**src/rtl/prio_encode_rr_pkg.sv**
```systemverilog
// prio_encode_pkg: shared constants and helpers for the prio_encode_rr block.
//   PRIO_FIXED / PRIO_RR : values for the RR_MODE parameter.
//   clog2_min1()         : index width helper, never returns less than 1.
package prio_encode_pkg;

  localparam int PRIO_FIXED = 0;
  localparam int PRIO_RR    = 1;

  // A 2-entry (or smaller) vector still needs a 1-bit index.
  function automatic int clog2_min1(input int n);
    return (n <= 2) ? 1 : $clog2(n);
  endfunction

endpackage

```
**src/rtl/prio_encode_rr_if.sv**
```systemverilog
// prio_encode_rr_if: request/result handshake bundle for prio_encode_rr.
//   in_valid/in_ready/in_req                     : request channel (into encoder)
//   out_valid/out_ready/out_idx/out_onehot/out_hit : result channel (out of encoder)
//   out_multi                                     : only when PRIO_ENCODE_MULTIHOT_EN is defined
// Modports: master = request producer / result consumer, slave = the encoder.
interface prio_encode_rr_if #(
  parameter  int WIDTH = 8,
  localparam int IDX_W = prio_encode_pkg::clog2_min1(WIDTH)
);
  logic             in_valid;
  logic             in_ready;
  logic [WIDTH-1:0] in_req;
  logic             out_valid;
  logic             out_ready;
  logic [IDX_W-1:0] out_idx;
  logic [WIDTH-1:0] out_onehot;
  logic             out_hit;
`ifdef PRIO_ENCODE_MULTIHOT_EN
  logic             out_multi;
`endif

  modport master (
    output in_valid, in_req, out_ready,
    input  in_ready, out_valid, out_idx, out_onehot, out_hit
`ifdef PRIO_ENCODE_MULTIHOT_EN
    , input out_multi
`endif
  );

  modport slave (
    input  in_valid, in_req, out_ready,
    output in_ready, out_valid, out_idx, out_onehot, out_hit
`ifdef PRIO_ENCODE_MULTIHOT_EN
    , output out_multi
`endif
  );
endinterface

```
**src/rtl/prio_encode_rr_find.sv**
```systemverilog
// prio_find_first: combinational first-set-bit search with wrap-around.
//   req   : request bits
//   start : position where the search begins (must be < WIDTH)
//   idx   : first set position found at or after start, wrapping past WIDTH-1
//   hit   : at least one bit of req is set (idx is 0 when clear)
module prio_find_first #(
  parameter int WIDTH = 8,
  parameter int IDX_W = 3
) (
  input  logic [WIDTH-1:0] req,
  input  logic [IDX_W-1:0] start,
  output logic [IDX_W-1:0] idx,
  output logic             hit
);

  // Returns {hit, idx}. Positions are computed with an explicit subtract
  // so non-power-of-two widths wrap at WIDTH, not at 2**IDX_W.
  function automatic logic [IDX_W:0] search(input logic [WIDTH-1:0] r,
                                            input logic [IDX_W-1:0] s);
    logic             found;
    logic [IDX_W-1:0] res;
    int               pos;
    found = 1'b0;
    res   = '0;
    for (int i = 0; i < WIDTH; i++) begin
      pos = int'(s) + i;
      if (pos >= WIDTH) pos = pos - WIDTH;
      if (!found && r[pos[IDX_W-1:0]]) begin
        found = 1'b1;
        res   = IDX_W'(pos);
      end
    end
    return {found, res};
  endfunction

  assign {hit, idx} = search(req, start);

endmodule

```
**src/rtl/prio_encode_rr.sv**
```systemverilog
// prio_encode_rr: registered priority encoder with fixed or round-robin search.
//   clk   : clock, all state on rising edge
//   rst_n : asynchronous active-low reset
//   bus   : prio_encode_rr_if.slave (request in, result out, latency 1)
// Parameters: WIDTH (>=2), RR_MODE (PRIO_FIXED / PRIO_RR); IDX_W is derived.
// Optional: PRIO_ENCODE_MULTIHOT_EN adds out_multi (more than one bit set).
module prio_encode_rr
  import prio_encode_pkg::*;
#(
  parameter  int WIDTH   = 8,
  parameter  int RR_MODE = PRIO_FIXED,
  localparam int IDX_W   = clog2_min1(WIDTH)
) (
  input logic            clk,
  input logic            rst_n,
  prio_encode_rr_if.slave bus
);

  logic [IDX_W-1:0] ptr;
  logic [IDX_W-1:0] start;
  logic [IDX_W-1:0] f_idx;
  logic             f_hit;
  logic             accept;

  // Only depends on registered state and out_ready, never on in_valid/in_req.
  assign bus.in_ready = !bus.out_valid || bus.out_ready;
  assign accept       = bus.in_valid && bus.in_ready;

  // Fixed mode always searches from bit 0; ptr then stays at its reset value.
  assign start = (RR_MODE == PRIO_RR) ? ptr : '0;

  prio_find_first #(
    .WIDTH (WIDTH),
    .IDX_W (IDX_W)
  ) u_find (
    .req   (bus.in_req),
    .start (start),
    .idx   (f_idx),
    .hit   (f_hit)
  );

  always_ff @(posedge clk or negedge rst_n) begin
    if (!rst_n) begin
      bus.out_valid  <= 1'b0;
      bus.out_idx    <= '0;
      bus.out_onehot <= '0;
      bus.out_hit    <= 1'b0;
`ifdef PRIO_ENCODE_MULTIHOT_EN
      bus.out_multi  <= 1'b0;
`endif
      ptr            <= '0;
    end else if (accept) begin
      bus.out_valid  <= 1'b1;
      bus.out_idx    <= f_hit ? f_idx : '0;
      bus.out_onehot <= f_hit ? (WIDTH'(1) << f_idx) : '0;
      bus.out_hit    <= f_hit;
`ifdef PRIO_ENCODE_MULTIHOT_EN
      // Clearing the lowest set bit leaves something only if two or more were set.
      bus.out_multi  <= |(bus.in_req & (bus.in_req - WIDTH'(1)));
`endif
      // Explicit wrap keeps ptr inside 0..WIDTH-1 for non-power-of-two widths.
      if (RR_MODE == PRIO_RR && f_hit) begin
        ptr <= (f_idx == IDX_W'(WIDTH - 1)) ? '0 : IDX_W'(f_idx + 1'b1);
      end
    end else if (bus.out_ready) begin
      // Drain with nothing new: data registers keep their last value.
      bus.out_valid <= 1'b0;
    end
  end

endmodule
```
**src/flat_wrapper.sv**
```systemverilog
// flat-port wrapper written by rule: the top's interface ports become plain ports
module prio_encode_rr_flat import prio_encode_pkg::*;
#(
  parameter  int WIDTH   = 8,
  parameter  int RR_MODE = PRIO_FIXED,
  localparam int IDX_W   = clog2_min1(WIDTH)
)
  (clk, rst_n, bus_in_valid, bus_in_req, bus_out_ready, bus_in_ready, bus_out_valid, bus_out_idx, bus_out_onehot, bus_out_hit);
  prio_encode_rr_if #(.WIDTH(WIDTH)) bus_i ();
  input logic clk;
  input logic rst_n;
  input wire logic [$bits(bus_i.in_valid)-1:0] bus_in_valid;
  input wire logic [$bits(bus_i.in_req)-1:0] bus_in_req;
  input wire logic [$bits(bus_i.out_ready)-1:0] bus_out_ready;
  output wire logic [$bits(bus_i.in_ready)-1:0] bus_in_ready;
  output wire logic [$bits(bus_i.out_valid)-1:0] bus_out_valid;
  output wire logic [$bits(bus_i.out_idx)-1:0] bus_out_idx;
  output wire logic [$bits(bus_i.out_onehot)-1:0] bus_out_onehot;
  output wire logic [$bits(bus_i.out_hit)-1:0] bus_out_hit;
  assign bus_i.in_valid = bus_in_valid;
  assign bus_i.in_req = bus_in_req;
  assign bus_i.out_ready = bus_out_ready;
  assign bus_in_ready = bus_i.in_ready;
  assign bus_out_valid = bus_i.out_valid;
  assign bus_out_idx = bus_i.out_idx;
  assign bus_out_onehot = bus_i.out_onehot;
  assign bus_out_hit = bus_i.out_hit;
  prio_encode_rr #(.WIDTH(WIDTH), .RR_MODE(RR_MODE)) u_core (.clk(clk), .rst_n(rst_n), .bus(bus_i));
endmodule
```
**config.mk**
```make
export PLATFORM = sky130hd
export DESIGN_NAME = prio_encode_rr_flat
export DESIGN_NICKNAME = d
export VERILOG_FILES = /design/src/rtl/prio_encode_rr_pkg.sv /design/src/rtl/prio_encode_rr_if.sv /design/src/rtl/prio_encode_rr_find.sv /design/src/rtl/prio_encode_rr.sv /design/src/flat_wrapper.sv
export SDC_FILE = /design/constraint.sdc
export NUM_CORES = 1
export LEC_CHECK = 0
export ABC_AREA = 1
export CELL_PAD_IN_SITES_DETAIL_PLACEMENT = 0
export CELL_PAD_IN_SITES_GLOBAL_PLACEMENT = 1
export CORE_MARGIN = 4
export CORE_UTILIZATION = 34
export DETAILED_ROUTE_END_ITERATION = 8
export PLACE_DENSITY = 0.85
export REMOVE_ABC_BUFFERS = 1
export SKIP_CTS_REPAIR_TIMING = 1
export SKIP_LAST_GASP = 1
export SLEW_MARGIN = 10
export SYNTH_ARGS = -nofsm -noshare
export SYNTH_HDL_FRONTEND = slang
export SYNTH_HIERARCHICAL = 1
export SYNTH_SLANG_ARGS = --single-unit
```
**constraint.sdc**
```tcl
create_clock -name clk -period 1.33 [get_ports clk]
set_input_delay 0.266 -clock clk [delete_from_list [all_inputs] [get_ports clk]]
set_output_delay 0.266 -clock clk [all_outputs]
set_load 0.1 [all_outputs]
```
* Yosys cells after proc, flatten, opt, wreduce, memory -nomap -nowiden
Cells that the tools add are included.
** Storage, ports and cells
- Output and inout port bits :: 14
- Word-level logic and storage cells :: 42
- Bits of input ports :: 12
- Bits in registers :: 13
** Cells by class
- Reductions and logical operators :: 18
- Shift operators :: 1
- Muxes and demuxes :: 19
** Operator list (count)
- 3-bit two-way mux :: 7
- 1-bit two-way mux :: 11
- 1-bit logical AND :: 8
- 1-bit zero test :: 8
- 8-bit two-way mux :: 1
- 1-bit by 3-bit << shifter with 8-bit output (first input constant) :: 1
- 2-bit nonzero test :: 1
- 1-bit logical OR :: 1

* Longest topological paths before layout
- Depth in word-level cells :: 24
- Depth in mapped cells :: 18
- Gate-level depth less buffers :: 17

* Cells and area by module
The synthesis kept the hierarchy.
** Modules (own cells, without submodules)
- prio_find_first :: cells an instance 136, sequential area each 0.0 um2, times used 1, area each 747.0 um2
- prio_encode_rr :: cells an instance 57, sequential area each 325.3 um2, times used 1, area each 564.3 um2

* Worst setup path after synthesis
No wires, ideal clock.
- Path type :: flip-flop to flip-flop
- From :: register u_core.bus.out_valid
- To :: register u_core.bus.out_idx[1]
- Path slack :: -0.560 ns
- Library setup time :: 0.077 ns
- Cell stages (with the launch flop) :: 6
- Path buffers :: 1
- Data required time :: 1.253 ns
- Arrival time :: 1.813 ns
- Clock period less this slack :: 1.890 ns
- Cell sequence :: dfrtp_1 > nand2_4 > nand2_4 > buf_8 > nand2_1 > o21ai_1
** On the way
- Longest elaborated chain between the ends :: 3
** Ends and longest elaborated chain
- from (decl) :: RTL line prio_encode_rr_if.sv:32 : output in_ready, out_valid, out_idx, out_onehot, out_hit
- from (signal assigned) :: RTL line prio_encode_rr.sv:44 : bus.out_valid <= 1'b0;
- from (signal assigned) :: RTL line prio_encode_rr.sv:53 : bus.out_valid <= 1'b1;
- from (signal assigned) :: RTL line prio_encode_rr.sv:67 : bus.out_valid <= 1'b0;
- 1-bit zero test :: RTL line prio_encode_rr.sv:26 : assign bus.in_ready = !bus.out_valid || bus.out_ready;
- 1-bit logical OR :: RTL line prio_encode_rr.sv:26
- via bus_in_ready :: RTL line flat_wrapper.sv:15 : output wire logic [$bits(bus_i.in_ready)-1:0] bus_in_ready;
- 1-bit logical AND :: RTL line prio_encode_rr.sv:27 : assign accept = bus.in_valid && bus.in_ready;
- to (signal assigned) :: RTL line prio_encode_rr.sv:54 : bus.out_idx <= f_hit ? f_idx : '0;
- to (decl) :: RTL line prio_encode_rr_if.sv:32
The timed path passes the listed nets, and every way through them passes these cells.
A chain may end at the register's enable or synchronous reset.

* Worst setup path in the final report
- From :: input bus_in_req[4]
- To :: register u_core.bus.out_onehot[1]
** On the way
- Longest elaborated chain between the ends :: 13
- Elaborated cells between the ends (all ways) :: 17
- Classes of those cells :: shift: 1; mux: 9; reduce/logical: 7
** Ends and longest elaborated chain
- from (decl) :: RTL line flat_wrapper.sv:13 : input wire logic [$bits(bus_i.in_req)-1:0] bus_in_req;
- 1-bit logical AND * :: RTL line prio_encode_rr_find.sv:28 : if (!found && r[pos[IDX_W-1:0]]) begin
- 1-bit two-way mux :: RTL line prio_encode_rr_find.sv:28
- 1-bit zero test :: RTL line prio_encode_rr_find.sv:28
- 1-bit logical AND :: RTL line prio_encode_rr_find.sv:28
- 1-bit two-way mux :: RTL line prio_encode_rr_find.sv:28
- 1-bit zero test :: RTL line prio_encode_rr_find.sv:28
- 1-bit logical AND :: RTL line prio_encode_rr_find.sv:28
- 1-bit two-way mux :: RTL line prio_encode_rr_find.sv:28
- 1-bit zero test :: RTL line prio_encode_rr_find.sv:28
- 1-bit logical AND :: RTL line prio_encode_rr_find.sv:28
- 3-bit two-way mux * :: RTL line prio_encode_rr_find.sv:28
- via u_core.f_idx[1] :: RTL line prio_encode_rr.sv:21 : logic [IDX_W-1:0] f_idx;
- 1-bit by 3-bit << shifter with 8-bit output * :: RTL line prio_encode_rr.sv:55 : bus.out_onehot <= f_hit ? (WIDTH'(1) << f_idx) : '0;
- 8-bit two-way mux * :: RTL line prio_encode_rr.sv:55
- to (signal assigned) :: RTL line prio_encode_rr.sv:55
- to (decl) :: RTL line prio_encode_rr_if.sv:32
The timed path passes the listed nets; every way through them passes the cells marked *.

==> results.ini <==
[timing]
fmax_ghz=0.6201
hold_violations=0
postLayoutSetupSlackWorst_ns=-0.2827
slew_viol_final=0
final.setup_skew_ns=0.0009267
setup_violations=12
finalCriticalPeriod_ns=1.613
rsz0062_at_grt=yes
min_period_over_period=1.213
finalSetupTns_ns=-2.816

[detailed_routing]
via_per_inst=4.772
finalWirelength_um=3695
route.detailed.drc=0
drt_first_pass_iters=4
drt_iter0_drc=74
vias=1465
wl_per_cell_um=12.04
detail-route-antenna-nets=0

[synthesis]
synth.cell_area_sq_um=1311
syn_avg_cell_area_sq_um=6.794
ys_ff_latch=13
seq_area_frac_synth=0.2481
ys.warnings.count=6
synthCells=193
yosysUniqueCellTypes=32

[critical_path]
r2r-end=u_core/bus.out_idx[1]
end_kind=flip-flop
reg2reg_depth=5
worstReg2RegStart=u_core/bus.out_valid
required_ns=1.45
cp_common_cell=nand2_2
cpPeakStageDelay_ns=0.20
path_cells=clkbuf_2, nand2_2, nand3_2, nand2_2, nand2_2, nand2_2, nand4_4, nor2_4, buf_4, nand4_1, nand3_2, inv_2, nand3_1, o21ai_1
arrival_ns=1.73
start_kind=input pin
path_max_fanout=6
rrSetupSlack_ns=0.23
path_class=in -> reg
cp_slowest_cell=nor2_4

[die]
dieArea_sq_um=4914
die-height_um=70.10
ios=26
core_area_sq_um=3689
num_rows=22
die_x_um=70.10
initial_core_util=0.3555

[status]
violations=setup timing
status=finished with violations

[global_routing]
grt_pass1_vias=1308
overflow=0
grt_use_met2=0.2634
antenna_found_initial=0
track_usage=0.1423
grt_util_met1=0.1696
grt_pass1_wl_um=5727
grt-busiest-layer=met2
grt_max_degree=19
use_met3=0.01583

[placement]
dp.cells=291
dpl.hpwl_um=2869
port_buffers=25
gp_congestion=0.8285

[finish]
layout-drive-gt1-share=0.4517
fin_cells=307
diodes=0
area_growth_pct=68.61
nets=274
fill_cells=347

[clock_tree]
clk_path_buf_depth=2
path_clk_slew_ns=0.05
cts_tree=yes
clock_latency_ns=0.23
cts_buffers=3
cts_max_level=1
cts_sinks=13
root_buffer=clkbuf_8

[flow_run]
max-cap-violations=0

[worst_hold_path]
hp-class=in -> async

[pwr]
p_leak_uw=0.001079
peakVddDrop_uv=413.4
powerDensity_nw_per_um2=1204

-- cells by family after synthesis --
group / synth area share
compound gates: 0.08683
xor+xnor: 0.03245
fa+ha+maj: 0.01908
buf+inv: 0.08396
flops: 0.2481
other cells: 0.002860
simple gates: 0.5267
-- metal layers --
layer | wire, um | up-vias
li1 | - | 765
met1 | 1546 | 670
met2 | 2018 | 28
met3 | 109 | 2
met4 | 21 | 0
met5 | 0 | -
-- power breakdown --
group	internal [uW]	total (uW)	switching [uW]	leakage (uW)
registers	469	549	79.5	0.000168
logic	683	1780	1100	0.000889
clock network	210	330	120	0.0000228
-- how the worst max path moves through the flow --
stage,start,to,slack [ns],cells past startpoint
after detailed placement,bus_in_req[0],u_core/bus.out_onehot[4],-0.94,15
final,bus_in_req[4],u_core/bus.out_onehot[1],-0.28,14
after global placement,bus_in_req[0],u_core/bus.out_onehot[2],-0.93,15
after CTS,bus_in_req[5],u_core/bus.out_idx[0],-0.69,13
after global routing,bus_in_req[4],u_core/bus.out_onehot[0],-0.42,14
after floorplan,u_core/bus.out_valid,u_core/bus.out_idx[2],-0.50,4
-- synth_stat cells --
library cell	n	area share
nand3b_1	1	0.0057
nand2_4	2	0.017
nand3_2	5	0.038
xor2_2	1	0.012
a31oi_2	2	0.019
nand4_1	6	0.029
nor2_1	15	0.043
nand4_4	1	0.016
xnor2_1	2	0.013
nor2_4	3	0.026
nand2_1	55	0.16
o21ai_0	5	0.019
buf_2	1	0.0038
xor2_1	1	0.0067
o21ai_1	5	0.019
nand3_1	33	0.13
inv_2	5	0.014
o21ai_2	2	0.013
nand3_4	1	0.013
o21bai_1	1	0.0057
o21a_1	1	0.0057
buf_8	1	0.011
buf_4	2	0.011
inv_1	12	0.034
nor3_1	2	0.0076
nor2_2	1	0.0048
nand2_2	9	0.043
conb_1	1	0.0029
dfrtp_1	13	0.25
buf_6	1	0.0086
o22ai_1	1	0.0048
ha_1	2	0.019
-- metrics by stage --
| stage | util | hold slack [ns] | total power (uW) | area, sq um | setup WS (ns) |
|---|---|---|---|---|---|
| 2_1_floorplan | - | -0.02959 | 1532 | 1291 | -0.5014 |
| 3_3_place_gp | 0.5190 | 0.5190 | 2133 | 1914 | -0.9260 |
| 3_5_place_dp | 0.5190 | 0.5240 | 2155 | 1914 | -0.9387 |
| 4_1_cts | 0.5312 | 0.3428 | 2494 | 1959 | -0.6905 |
| 5_1_grt | 0.5994 | 0.3602 | 2813 | 2211 | -0.4212 |
| 6_report | 0.5994 | 0.3419 | 2661 | 2211 | -0.2827 |
-- flip-flops by register name, summed over array words and instances, names as in the netlist --
register and count:
u_core/bus.out_onehot 8, u_core/bus.out_idx 3, u_core/bus.out_valid 1, u_core/bus.out_hit 1
-- layout by cell type, fill, tap and decap left out, types with 2 or more instances in the layout --
cell type	n
nand2_1	44
buf_4	35
nand3_1	23
nand2_2	15
buf_12	14
nor2_1	13
dfrtp_1	13
nand3_2	11
inv_1	10
o21ai_1	8
conb_1	8
nand2_4	7
inv_2	7
nand4_1	6
nand3_4	5
o21ai_2	4
nor2_4	4
clkbuf_8	3
dlymetal6s2s_1	3
clkbuf_2	3
clkdlybuf4s50_1	3
nor2_2	2
xnor2_1	2
nor3_1	2
ha_1	2
-- layout make-up --
type,count,area (sq um),share of cell area
Timing Repair Buffer,60,651.9,0.2948
Multi-Input combinational cell,165,1065,0.4816
Sequential cell,13,325.3,0.1471
Tap cell,48,60.06,0.02716
Inverter,17,63.81,0.02886
Clock buffer,4,45.04,0.02037
-- critical path, delay by kind of cell --
family / cells / cell delay, ns
and+or+nand+nor: 10 / 1.08
AOI/OAI and AO/OA: 1 / 0.08
buffers and inverters: 3 / 0.31
(Power assumes the default switching activity.)
==> variant: new RTL, config.mk and constraints unchanged <==
Reset style: synchronous (`rst_n`), changed in one clocked block. Comments in the files are not updated.
--- a/src/rtl/prio_encode_rr.sv
+++ b/src/rtl/prio_encode_rr.sv
@@ -39,7 +39,7 @@
     .hit   (f_hit)
   );
 
-  always_ff @(posedge clk or negedge rst_n) begin
+  always_ff @(posedge clk) begin
     if (!rst_n) begin
       bus.out_valid  <= 1'b0;
       bus.out_idx    <= '0;
Function: differs if rst_n is asserted again (counterexample within 4 cycles, from zero or initial values and one cycle with rst_n low); with rst_n held inactive, the same outputs for 10 cycles.
==> variant against the unedited design <==
  * The run still ends with negative setup slack left
  * Combinational power decreased by 29%
  * Power decreased by 23%
  * Sequential cell count unchanged
  * Synthesized area increased by 1.3%
  * Setup slack got worse by 120 ps
  * Cell area increased by 4.8%
  * Die area increased by 1.2%
  * Worst hold slack improved by 40 ps
  * Wire length increased by 5.7%
  * Critical path type unchanged
  * Critical endpoint is now u_core/bus.out_onehot[2]
==> variant: results (changes against the unedited design) <==
- Violated checks: negative setup slack
- Layout Nets: 308 (+12%)
- Top cells by area, synth: dfxtp_1, nand2_1, nand3_1
- Reg-to-Reg End: u_core/bus.out_onehot[5]
- Worst Setup EP: u_core/bus.out_onehot[2]
- Routed WL: 3.90 mm (+5.7%)
- Int Power: 1.16 mW (-15%)
- Final TNS setup: -4290 ps (-1480 ps)
- Setup-failing EPs final: 12 (unchanged)
- Synth Instances: 223 (+16%)
- Reg2Reg Launch Point: u_core/bus.out_valid
- Setup Skew: 4.58 ps (+3.65 ps)
- Post-DP HPWL: 2.89 mm (+0.65%)
- Status: complete, but fails checks
- R2R setup slack: 180 ps (-50 ps)
- Peak VDD IR: 397 uV (-4.1%)
- Worst setup margin: -398 ps (-115 ps)
- Crit Path Max Fanout: 7 (+1)
- Arrival time at the worst endpoint: 1910 ps (+180 ps)
- Comb power: 1.27 mW (-29%)
- Largest net degree at the start of global routing: 14 (-5)
- Synth unique cells: 30 (-6.3%)
- Hold_ws: 382 ps (+39.8 ps)
- Power Clock: 0.340 mW (+3%)
- Post-synthesis average cell area: 5.96 um^2 (-12%)
- Initial DRC count: 44 (-41%)
- Via count: 1612 (+10%)
- Ys async rst share: 0% (-100 points)
- Slowest stage delay, CP: 220 ps (+20 ps)
- Hold/Removal Path Class: in -> reg
- Vias per inst: 4.73 (-0.94%)
- Fill count: 325 (-6.3%)
- Non-clk bufs: 65 (+8.3%)
- Multi-input combinational area share: 50.3% (+2.2 points)
- Post-synth top cells: nand2_1, nor2_1, nand3_1
- Setup crit start: bus_in_req[0]
[variant: changes by cell type in the layout (fill, tap and decap cells not counted), moves of 3 or more]
cell,before,now
a21oi_1,0,6
buf_4,35,39
dfrtp_1,13,0
dfxtp_1,0,13
inv_1,10,19
nand2_1,44,37
nand2_4,7,4
nor2_1,13,38
nor2_2,2,5
o21ai_1,8,1
o21ai_2,4,0
[variant: metal layers]
layer / global-route usage, % / wire length, um / vias up
met5: 0 / 0 / -
met4: 3.83 / 70 / 0
met3: 2.01 / 194 / 8
met2: 27.0 / 2030 / 35
met1: 16.1 / 1610 / 723
li1: - / - / 846
[variant: worst max-delay path, delay by kind of cell]
family                 cells  cell delay [ps]
buffers and inverters      2              220
and+or+nand+nor           13             1410
[variant: cell families after synthesis]
group / after synthesis / share of synthesized area (%)
buf+inv: 33 / 10.6
fa+ha+maj: 2 / 1.88
compound gates: 13 / 7.35
other cells: 1 / 0.282
xor+xnor: 4 / 3.20
flops: 13 / 19.6
simple gates: 157 / 57.1
